## config.mk

```make
export PLATFORM = sky130hd
export DESIGN_NAME = alu_decode_stage
export DESIGN_NICKNAME = d
export VERILOG_FILES = /design/src/rtl/alu_decode_stage.sv
export SDC_FILE = /design/constraint.sdc
export NUM_CORES = 1
export LEC_CHECK = 0
export CAP_MARGIN = 5
export CORE_MARGIN = 2
export CORE_UTILIZATION = 44
export DETAILED_ROUTE_END_ITERATION = 8
export GPL_TIMING_DRIVEN = 0
export PLACE_DENSITY = 0.91
export SLEW_MARGIN = 0
export SYNTH_ARGS = -nofsm -noshare
export SYNTH_HDL_FRONTEND = slang
export SYNTH_SLANG_ARGS = --single-unit
```

## constraint.sdc

```tcl
create_clock -name clk_i -period 2.52 [get_ports clk_i]
set_input_delay 0.504 -clock clk_i [delete_from_list [all_inputs] [get_ports clk_i]]
set_output_delay 0.504 -clock clk_i [all_outputs]
set_load 0.01 [all_outputs]
```

## src/rtl/alu_decode_stage.sv

```systemverilog
// RV32I decode/operand-issue stage: decodes OP, OP-IMM, LUI and AUIPC into ALU
// operands and opcode, held in a one-entry valid/ready pipeline register.
module alu_decode_stage #(
   parameter int XLEN = 32
) (
   input  logic            clk_i,
   input  logic            rstn_i,
   input  logic            instr_valid_i,
   output logic            instr_ready_o,
   input  logic [31:0]     instr_i,
   input  logic [XLEN-1:0] pc_i,
   input  logic            flush_i,
   output logic [4:0]      rs1_addr_o,
   output logic [4:0]      rs2_addr_o,
   input  logic [XLEN-1:0] rs1_data_i,
   input  logic [XLEN-1:0] rs2_data_i,
   output logic            valid_o,
   input  logic            ready_i,
   output logic [XLEN-1:0] alu_op1_o,
   output logic [XLEN-1:0] alu_op2_o,
   output logic [3:0]      alu_opcode_o,
   output logic [4:0]      rd_addr_o,
   output logic            rd_we_o,
   output logic            illegal_o,
   output logic [XLEN-1:0] pc_o
);

   typedef enum logic [3:0] {
      ALU_ADD  = 4'd0,
      ALU_SUB  = 4'd1,
      ALU_XOR  = 4'd2,
      ALU_OR   = 4'd3,
      ALU_AND  = 4'd4,
      ALU_SLL  = 4'd5,
      ALU_SRL  = 4'd6,
      ALU_SRA  = 4'd7,
      ALU_SLT  = 4'd8,
      ALU_SLTU = 4'd9
   } alu_op_e;

   localparam logic [6:0] OPC_OP    = 7'b0110011;
   localparam logic [6:0] OPC_OPIMM = 7'b0010011;
   localparam logic [6:0] OPC_LUI   = 7'b0110111;
   localparam logic [6:0] OPC_AUIPC = 7'b0010111;

   localparam logic [6:0] F7_BASE = 7'b0000000;
   localparam logic [6:0] F7_ALT  = 7'b0100000;

   // Base-encoding funct3 to ALU op; SUB/SRA are resolved separately by funct7.
   function automatic alu_op_e f3_to_op(input logic [2:0] f3);
      case (f3)
         3'b000:  f3_to_op = ALU_ADD;
         3'b001:  f3_to_op = ALU_SLL;
         3'b010:  f3_to_op = ALU_SLT;
         3'b011:  f3_to_op = ALU_SLTU;
         3'b100:  f3_to_op = ALU_XOR;
         3'b101:  f3_to_op = ALU_SRL;
         3'b110:  f3_to_op = ALU_OR;
         default: f3_to_op = ALU_AND;
      endcase
   endfunction

   logic [6:0] opcode;
   logic [2:0] funct3;
   logic [6:0] funct7;
   logic [4:0] rd;

   assign opcode = instr_i[6:0];
   assign funct3 = instr_i[14:12];
   assign funct7 = instr_i[31:25];
   assign rd     = instr_i[11:7];

   assign rs1_addr_o = instr_i[19:15];
   assign rs2_addr_o = instr_i[24:20];

   logic [XLEN-1:0] imm_i;
   logic [XLEN-1:0] imm_u;
   logic [XLEN-1:0] shamt_imm;
   logic [XLEN-1:0] shamt_reg;

   assign imm_i     = {{(XLEN-12){instr_i[31]}}, instr_i[31:20]};
   assign imm_u     = {instr_i[31:12], 12'b0};
   assign shamt_imm = {{(XLEN-5){1'b0}}, instr_i[24:20]};
   assign shamt_reg = {{(XLEN-5){1'b0}}, rs2_data_i[4:0]};

   logic [XLEN-1:0] dec_op1;
   logic [XLEN-1:0] dec_op2;
   alu_op_e         dec_opc;
   logic            dec_legal;

   // NOTE: every output of this block gets a default first, so no path can
   // leave one unassigned and infer a latch.
   always_comb begin
      dec_op1   = '0;
      dec_op2   = '0;
      dec_opc   = ALU_ADD;
      dec_legal = 1'b0;

      case (opcode)
         OPC_OP: begin
            dec_op1 = rs1_data_i;
            dec_op2 = rs2_data_i;
            if (funct7 == F7_BASE) begin
               dec_legal = 1'b1;
               dec_opc   = f3_to_op(funct3);
            end else if (funct7 == F7_ALT && funct3 == 3'b000) begin
               dec_legal = 1'b1;
               dec_opc   = ALU_SUB;
            end else if (funct7 == F7_ALT && funct3 == 3'b101) begin
               dec_legal = 1'b1;
               dec_opc   = ALU_SRA;
            end
            // Execute shifts by the whole operand, so only the low five bits may pass.
            if (funct3 == 3'b001 || funct3 == 3'b101) begin
               dec_op2 = shamt_reg;
            end
         end

         OPC_OPIMM: begin
            dec_op1 = rs1_data_i;
            dec_op2 = imm_i;
            dec_opc = f3_to_op(funct3);
            case (funct3)
               3'b001: begin
                  dec_op2   = shamt_imm;
                  dec_legal = (funct7 == F7_BASE);
               end
               3'b101: begin
                  dec_op2 = shamt_imm;
                  if (funct7 == F7_BASE) begin
                     dec_legal = 1'b1;
                  end else if (funct7 == F7_ALT) begin
                     dec_legal = 1'b1;
                     dec_opc   = ALU_SRA;
                  end
               end
               default: dec_legal = 1'b1;
            endcase
         end

         OPC_LUI: begin
            dec_op2   = imm_u;
            dec_legal = 1'b1;
         end

         OPC_AUIPC: begin
            dec_op1   = pc_i;
            dec_op2   = imm_u;
            dec_legal = 1'b1;
         end

         default: ;
      endcase

      // Illegal entries travel downstream with neutral operands.
      if (!dec_legal) begin
         dec_op1 = '0;
         dec_op2 = '0;
         dec_opc = ALU_ADD;
      end
   end

   logic capture;

   assign instr_ready_o = !valid_o || ready_i;
   assign capture       = instr_valid_i && instr_ready_o && !flush_i;

   alu_op_e opc_q;

   assign alu_opcode_o = opc_q;

   // NOTE: state updates use non-blocking assignments so every register samples
   // pre-edge values and simulation order cannot change the result.
   always_ff @(posedge clk_i or negedge rstn_i) begin
      if (!rstn_i) begin
         // NOTE: payload registers are reset too, so outputs are all-zero out of
         // reset rather than X until the first capture.
         valid_o   <= 1'b0;
         alu_op1_o <= '0;
         alu_op2_o <= '0;
         opc_q     <= ALU_ADD;
         rd_addr_o <= '0;
         rd_we_o   <= 1'b0;
         illegal_o <= 1'b0;
         pc_o      <= '0;
      end else if (flush_i) begin
         valid_o <= 1'b0;
      end else if (capture) begin
         valid_o   <= 1'b1;
         alu_op1_o <= dec_op1;
         alu_op2_o <= dec_op2;
         opc_q     <= dec_opc;
         rd_addr_o <= rd;
         rd_we_o   <= dec_legal && (rd != 5'd0);
         illegal_o <= !dec_legal;
         pc_o      <= pc_i;
      end else if (ready_i) begin
         valid_o <= 1'b0;
      end
   end

endmodule
```

==> results.yml, run 1 <==
run_status:
  outcome: "completed"
placed_design:
  place.gp.congestion: 0.949
  post-dp-hpwl_um: 13600
  placed_area_um2: 7780
  dp_cells: 927
  numPortBuffers: 249
synthesis:
  synthFlopType: "dfrtp_1"
  yosysTopAreaCellShare_pct: 53.2
  syn_nets: 667
  avgSynthCellArea_um2: 9.51
  ys_types: 42
  seq_area_frac_synth_pct: 53.2
  synth_edf_count: 0
  yosysWarnings: 0
  yosys-top-cells-count: "nand2_1, dfrtp_1, o21ai_2"
  yosysMostFrequentCell: "nand2_1"
  syn_area_um2: 5080
  ys_ff_latch: 108
  synthTopCellsByArea: "dfrtp_1, nand2_1, o21ai_2"
  synthCells: 534
  synthArstFlopShare_pct: 100
  synth_top_cell_by_area: "dfrtp_1"
sta:
  report.final.setup_viol: 0
  period_needed_ps: 2370
  finalHoldViolations: 0
  finClkSkew_ps: 8.17
  tightestPinTransition_ps: 673
  setup_tns_ps: 0
  rsz0062_at_grt: "false"
  finalMaxSlewViolations: 0
  max_slew_margin_pct: 55.1
  timing.final.crit_share_pct: 94.0
  final.hold.worst_slack_ps: 180
  fmax_mhz: 422
setup_path:
  arrival_ps: 2650
  rr_endpoint: "pc_o[24]"
  r2r_setup_slack_ps: 300
  path_cells: "clkdlybuf4s50_1 > nor2b_2 > nor3b_1 > buf_1 > clkbuf_1 > nand2_1 > nand2_1"
  slowest_stage: "nor3b_1"
  startpoint_type: "input pin"
  reg2reg_depth: 6
  end_kind: "register"
  path_buf_inv: 3
  crit_path_max_incr_delay_ps: 540
  cpLargestDelayFamily: "buffers and inverters"
  cp_common_cell: "nand2_1"
  cp_max_fo: 10
  r2r_start: "valid_o"
  cp.required_ps: 2800
  critical_path_class: "input pin to register"
layout:
  fin_cells: 943
  regArea_um2: 2700
  nFillCells: 819
  drive_above_1_share_pct: 10.8
  area_growth_pct: 59.0
  fin_area_um2: 8080
  final_nets: 928
  final_util_pct: 71.4
  antennaDiodeCount: 0
  multiInputGateArea_um2: 2080
power_and_ir_drop:
  max-vdd-ir-drop_v: 0.000344
  power_density_nw_per_um2: 518
  p_leak_nw: 3.50
floorplanning:
  pin_count: 252
  start_util_pct: 44.9
  fp-row-count: 39
  core_area_um2: 11300
  chipHeight_um: 111
  dieArea_um2: 12400
  fp.dieW_um: 111
clock_network:
  cts_buffer_depth: 2
  path_clk_slew_ps: 80
  clk_latency_ps: 350
  htree_levels: 3
  cts_inserted_buffers: 9
  tritoncts: "built"
  cts-root-buf: "clkbuf_16"
  cts_sinks: 108
  postCtsSetupRepairBufs: 0
grt:
  grt_max_degree: 61
  gr-total-overflow: 0
  antenna_found_initial: 0
  grtUsageTotal_pct: 27.8
  grt_pass1_wl_um: 27500
  grt_pass1_vias: 5378
drt:
  vias: 5077
  routed_wl_um: 17200
  dr.pass1.iters: 5
  viasPerCell: 5.38
  route.detailed.drc: 0
  wl_per_cell_um: 18.2
  ant_nets: 0
  drtIter0Drc: 269
hold_path:
  min_path_type: "input pin to asynchronous set/reset pin"
job:
  maxCapViolCount: 0
-- cells by family (layout without fill, tap and decap cells) --
logic type      count (synthesis)  count (layout)  synth area share [%]
simple gates                  223             223                  18.8
compound gates                136             136                  19.8
mux                            11              11                  2.17
buf+inv                        55             321                  5.89
xor+xnor                        1               1                 0.172
flops                         108             108                  53.2
-- cells in the final DEF (no fill, tap or decap), types with 3 or more instances in the layout --
| master | n |
|---|---|
| a21oi_1 | 7 |
| a221oi_1 | 18 |
| a22oi_1 | 31 |
| buf_1 | 7 |
| buf_2 | 8 |
| buf_4 | 11 |
| buf_6 | 6 |
| clkbuf_1 | 21 |
| clkbuf_16 | 9 |
| clkdlybuf4s50_1 | 248 |
| dfrtp_1 | 108 |
| inv_1 | 4 |
| mux2i_1 | 11 |
| nand2_1 | 185 |
| nand3_1 | 3 |
| nand3b_1 | 3 |
| nor2_1 | 9 |
| o21ai_0 | 20 |
| o21ai_1 | 10 |
| o21ai_2 | 39 |
-- through the flow --
step	power (mW)	worst slack (ps)
3_5_place_dp	2.80	-176
5_1_grt	4.37	1.24
4_1_cts	4.22	194
6_report	4.19	152
2_1_floorplan	2.22	695
3_3_place_gp	2.76	-2970
-- worst register-to-register path, cell delays in order (launching register included) --
cell and delay (ps):
dfrtp_1 370, nor2b_2 160, nor3b_1 540, buf_1 460
clkbuf_1 430, nand2_1 100, nand2_1 90
-- worst max-delay path by stage --
stage                     end  slack [ps]         from  cells past startpoint
CTS                  pc_o[24]         190      ready_i                      7
finish               pc_o[24]         150      ready_i                      7
global placement      pc_o[7]       -2970       rstn_i                      1
global route         pc_o[24]           1      ready_i                      7
floorplan           illegal_o         700  instr_i[14]                      7
detailed placement   pc_o[24]        -180      ready_i                      7
-- power breakdown --
group / internal, mW / total [mW] / leakage [nW] / switching (mW)
Clock: 0.782 / 1.42 / 0.144 / 0.640
Combinational: 0.478 / 0.880 / 1.91 / 0.402
Sequential: 1.83 / 1.89 / 1.44 / 0.0569
Total: 3.09 / 4.19 / 3.50 / 1.10
-- final cells by class --
class	instances	share of cell area, %
clock inverter	6	0.898
inverter	4	0.186
clock buffer	10	2.83
buffer	51	3.52
timing repair buffer	250	31.2
multi-input combinational	371	25.7
sequential	108	33.5
tap	143	2.21
-- timing repair --
action                                  CTS  global route
endpoints found under the setup margin    0             1
gates resized for setup                   0             1
hold buffers                              0             0
-- registers in the layout, indices dropped and copies added, names as in the netlist --
name / count
alu_opcode_o: 4
rd_addr_o: 5
alu_op1_o: 32
pc_o: 32
valid_o: 1
alu_op2_o: 32
rd_we_o: 1
illegal_o: 1
-- metal layers --
layer	up-vias	track usage (%)	wire (um)
li1	2356	-	-
met1	2422	31.4	6440
met2	255	49.5	8880
met3	44	6.97	1330
met4	0	13.3	534
met5	-	0	0
No activity file was read; power rests on OpenSTA's default activity.
==> run 2, diff against run 1 <==
- PLACE_DENSITY: 0.91 -> 0.95
==> run 2 against run 1 <==
  * Count of clock-buffer cells in the layout unchanged
  * Total power is 0.89% higher
  * Largest power group unchanged
  * Wire length is 1.3% lower
  * Clock power up 4%
  * Die area is the same
  * Sequential power about the same
  * Cell count down 0.32%
  * Critical path depth is 4 lower
  * Final area about the same
==> results.yml, run 2 (synthesis results as in run 1) <==
floorplanning:
  fp.dieW_um: 111
  dieArea_um2: 12400
  start_util_pct: 44.9
  chipHeight_um: 111
  fp-row-count: 39
  core_area_um2: 11300
  pin_count: 252
grt:
  gr-usage-met1_pct: 33.2
  grt_pass1_wl_um: 26700
  grt_pass1_vias: 5072
  met2_usage_pct: 46.1
  gr-total-overflow: 0
  met3_usage_pct: 5.72
  grt_max_degree: 58
  grt_most_used_layer: "met2"
  grtUsageTotal_pct: 27.1
  antenna_found_initial: 0
clock_network:
  cts-root-buf: "clkbuf_16"
  clk_latency_ps: 340
  cts_buffer_depth: 2
  htree_levels: 3
  postCtsSetupRepairBufs: 0
  path_clk_slew_ps: 70
  tritoncts: "built"
  cts_sinks: 108
  cts_inserted_buffers: 9
sta:
  timing.final.crit_share_pct: 90.1
  finClkSkew_ps: 4.33
  finalMaxSlewViolations: 0
  period_needed_ps: 2270
  final.hold.worst_slack_ps: 202
  rsz0062_at_grt: "false"
  report.final.setup_viol: 0
  finalHoldViolations: 0
  fmax_mhz: 440
  tightestPinTransition_ps: 712
  max_slew_margin_pct: 52.5
setup_path:
  reg2reg_depth: 6
  critical_path_class: "input pin to output pin"
  rr_endpoint: "pc_o[23]"
  r2r_setup_slack_ps: 440
  cp_max_fo: 3
  worstSetupStartpoint: "instr_i[24]"
  arrival_ps: 1770
  startpoint_type: "input pin"
  r2r_start: "valid_o"
  cp.required_ps: 2020
  end_kind: "output pin"
layout:
  top_regs: "alu_op1_o (32), alu_op2_o (32), pc_o (32)"
  final_nets: 928
  area_growth_pct: 58.9
  mostFrequentLayoutCell: "clkdlybuf4s50_1"
  fin_area_um2: 8070
  drive_above_1_share_pct: 10.7
  layout_common_cells: "clkdlybuf4s50_1, nand2_1, dfrtp_1"
  antennaDiodeCount: 0
placed_design:
  numPortBuffers: 249
  placed_area_um2: 7780
  place.gp.congestion: 0.858
  post-dp-hpwl_um: 13000
drt:
  route.detailed.drc: 0
  routed_wl_um: 17000
  drtIter0Drc: 287
  dr.pass1.iters: 4
  vias: 5009
  ant_nets: 0
  viasPerCell: 5.33
  wl_per_cell_um: 18.0
power_and_ir_drop:
  max-vdd-ir-drop_v: 0.000381
  p_leak_nw: 3.51
  power_density_nw_per_um2: 523
job:
  maxCapViolCount: 0
run_status:
  outcome: "completed"
hold_path:
  min_path_type: "input pin to asynchronous set/reset pin"
==> run 2: cell count changes in the layout (fill, tap and decap cells not counted), sizes merged <==
cell / change
clkinv: -1
bufinv: +1
clkinvlp: -1
buf: -2
clkbuf: +2
inv: -2
==> run 2: report_power, final <==
group	leakage, nW	internal, mW	switching (mW)
sequential	1.44	1.83	0.0538
combinational	1.92	0.478	0.398
clock	0.144	0.854	0.612
==> run 2: timing repair <==
action / CTS / global route
setup endpoints to repair: 0 / 3
hold buffers: 0 / 0
gates resized for setup: 0 / 3
==> run 2: layout make-up <==
class / count / area, um^2
flip-flops and latches: 108 / 2700
repair buffers: 250 / 2520
fillers: 882 / 3250
plain buffers: 51 / 287
clock buffers: 10 / 229
inverters: 4 / 15.0
multi-input cells: 371 / 2080
clock inverters: 3 / 65.1
well taps: 143 / 179
==> run 2: worst max-delay path, cell delays in order <==
cell and delay (ps):
clkdlybuf4s50_1 600, buf_4 150, clkdlybuf4s50_1 520
==> run 2: how the worst max path moves through the flow <==
| stage | to | slack, ps | cells past startpoint |
|---|---|---|---|
| floorplan | illegal_o | 700 | 7 |
| global placement | pc_o[8] | -3160 | 1 |
| detailed placement | pc_o[23] | -150 | 7 |
| CTS | pc_o[23] | 200 | 7 |
| global route | pc_o[29] | 50 | 9 |
| finish | rs2_addr_o[4] | 250 | 3 |
==> run 2: layer usage <==
| metal | up-vias | routed length [um] |
|---|---|---|
| met5 | - | 0 |
| met4 | 0 | 649 |
| met3 | 49 | 1170 |
| met2 | 228 | 8410 |
| met1 | 2374 | 6730 |
| li1 | 2358 | - |
==> run 2: per-stage QoR <==
stage          utilization, %  setup WS (ps)  cells  power (mW)  TNS, ps
4_1_cts                  71.3            201    940        4.24        0
5_1_grt                  71.3           50.4    940        4.38        0
3_3_place_gp             68.5          -3160    926        2.76  -344150
2_1_floorplan               -            695    534        2.22        0
3_5_place_dp             68.7           -155    927        2.79    -3060
6_report                 71.3            249    940        4.23        0
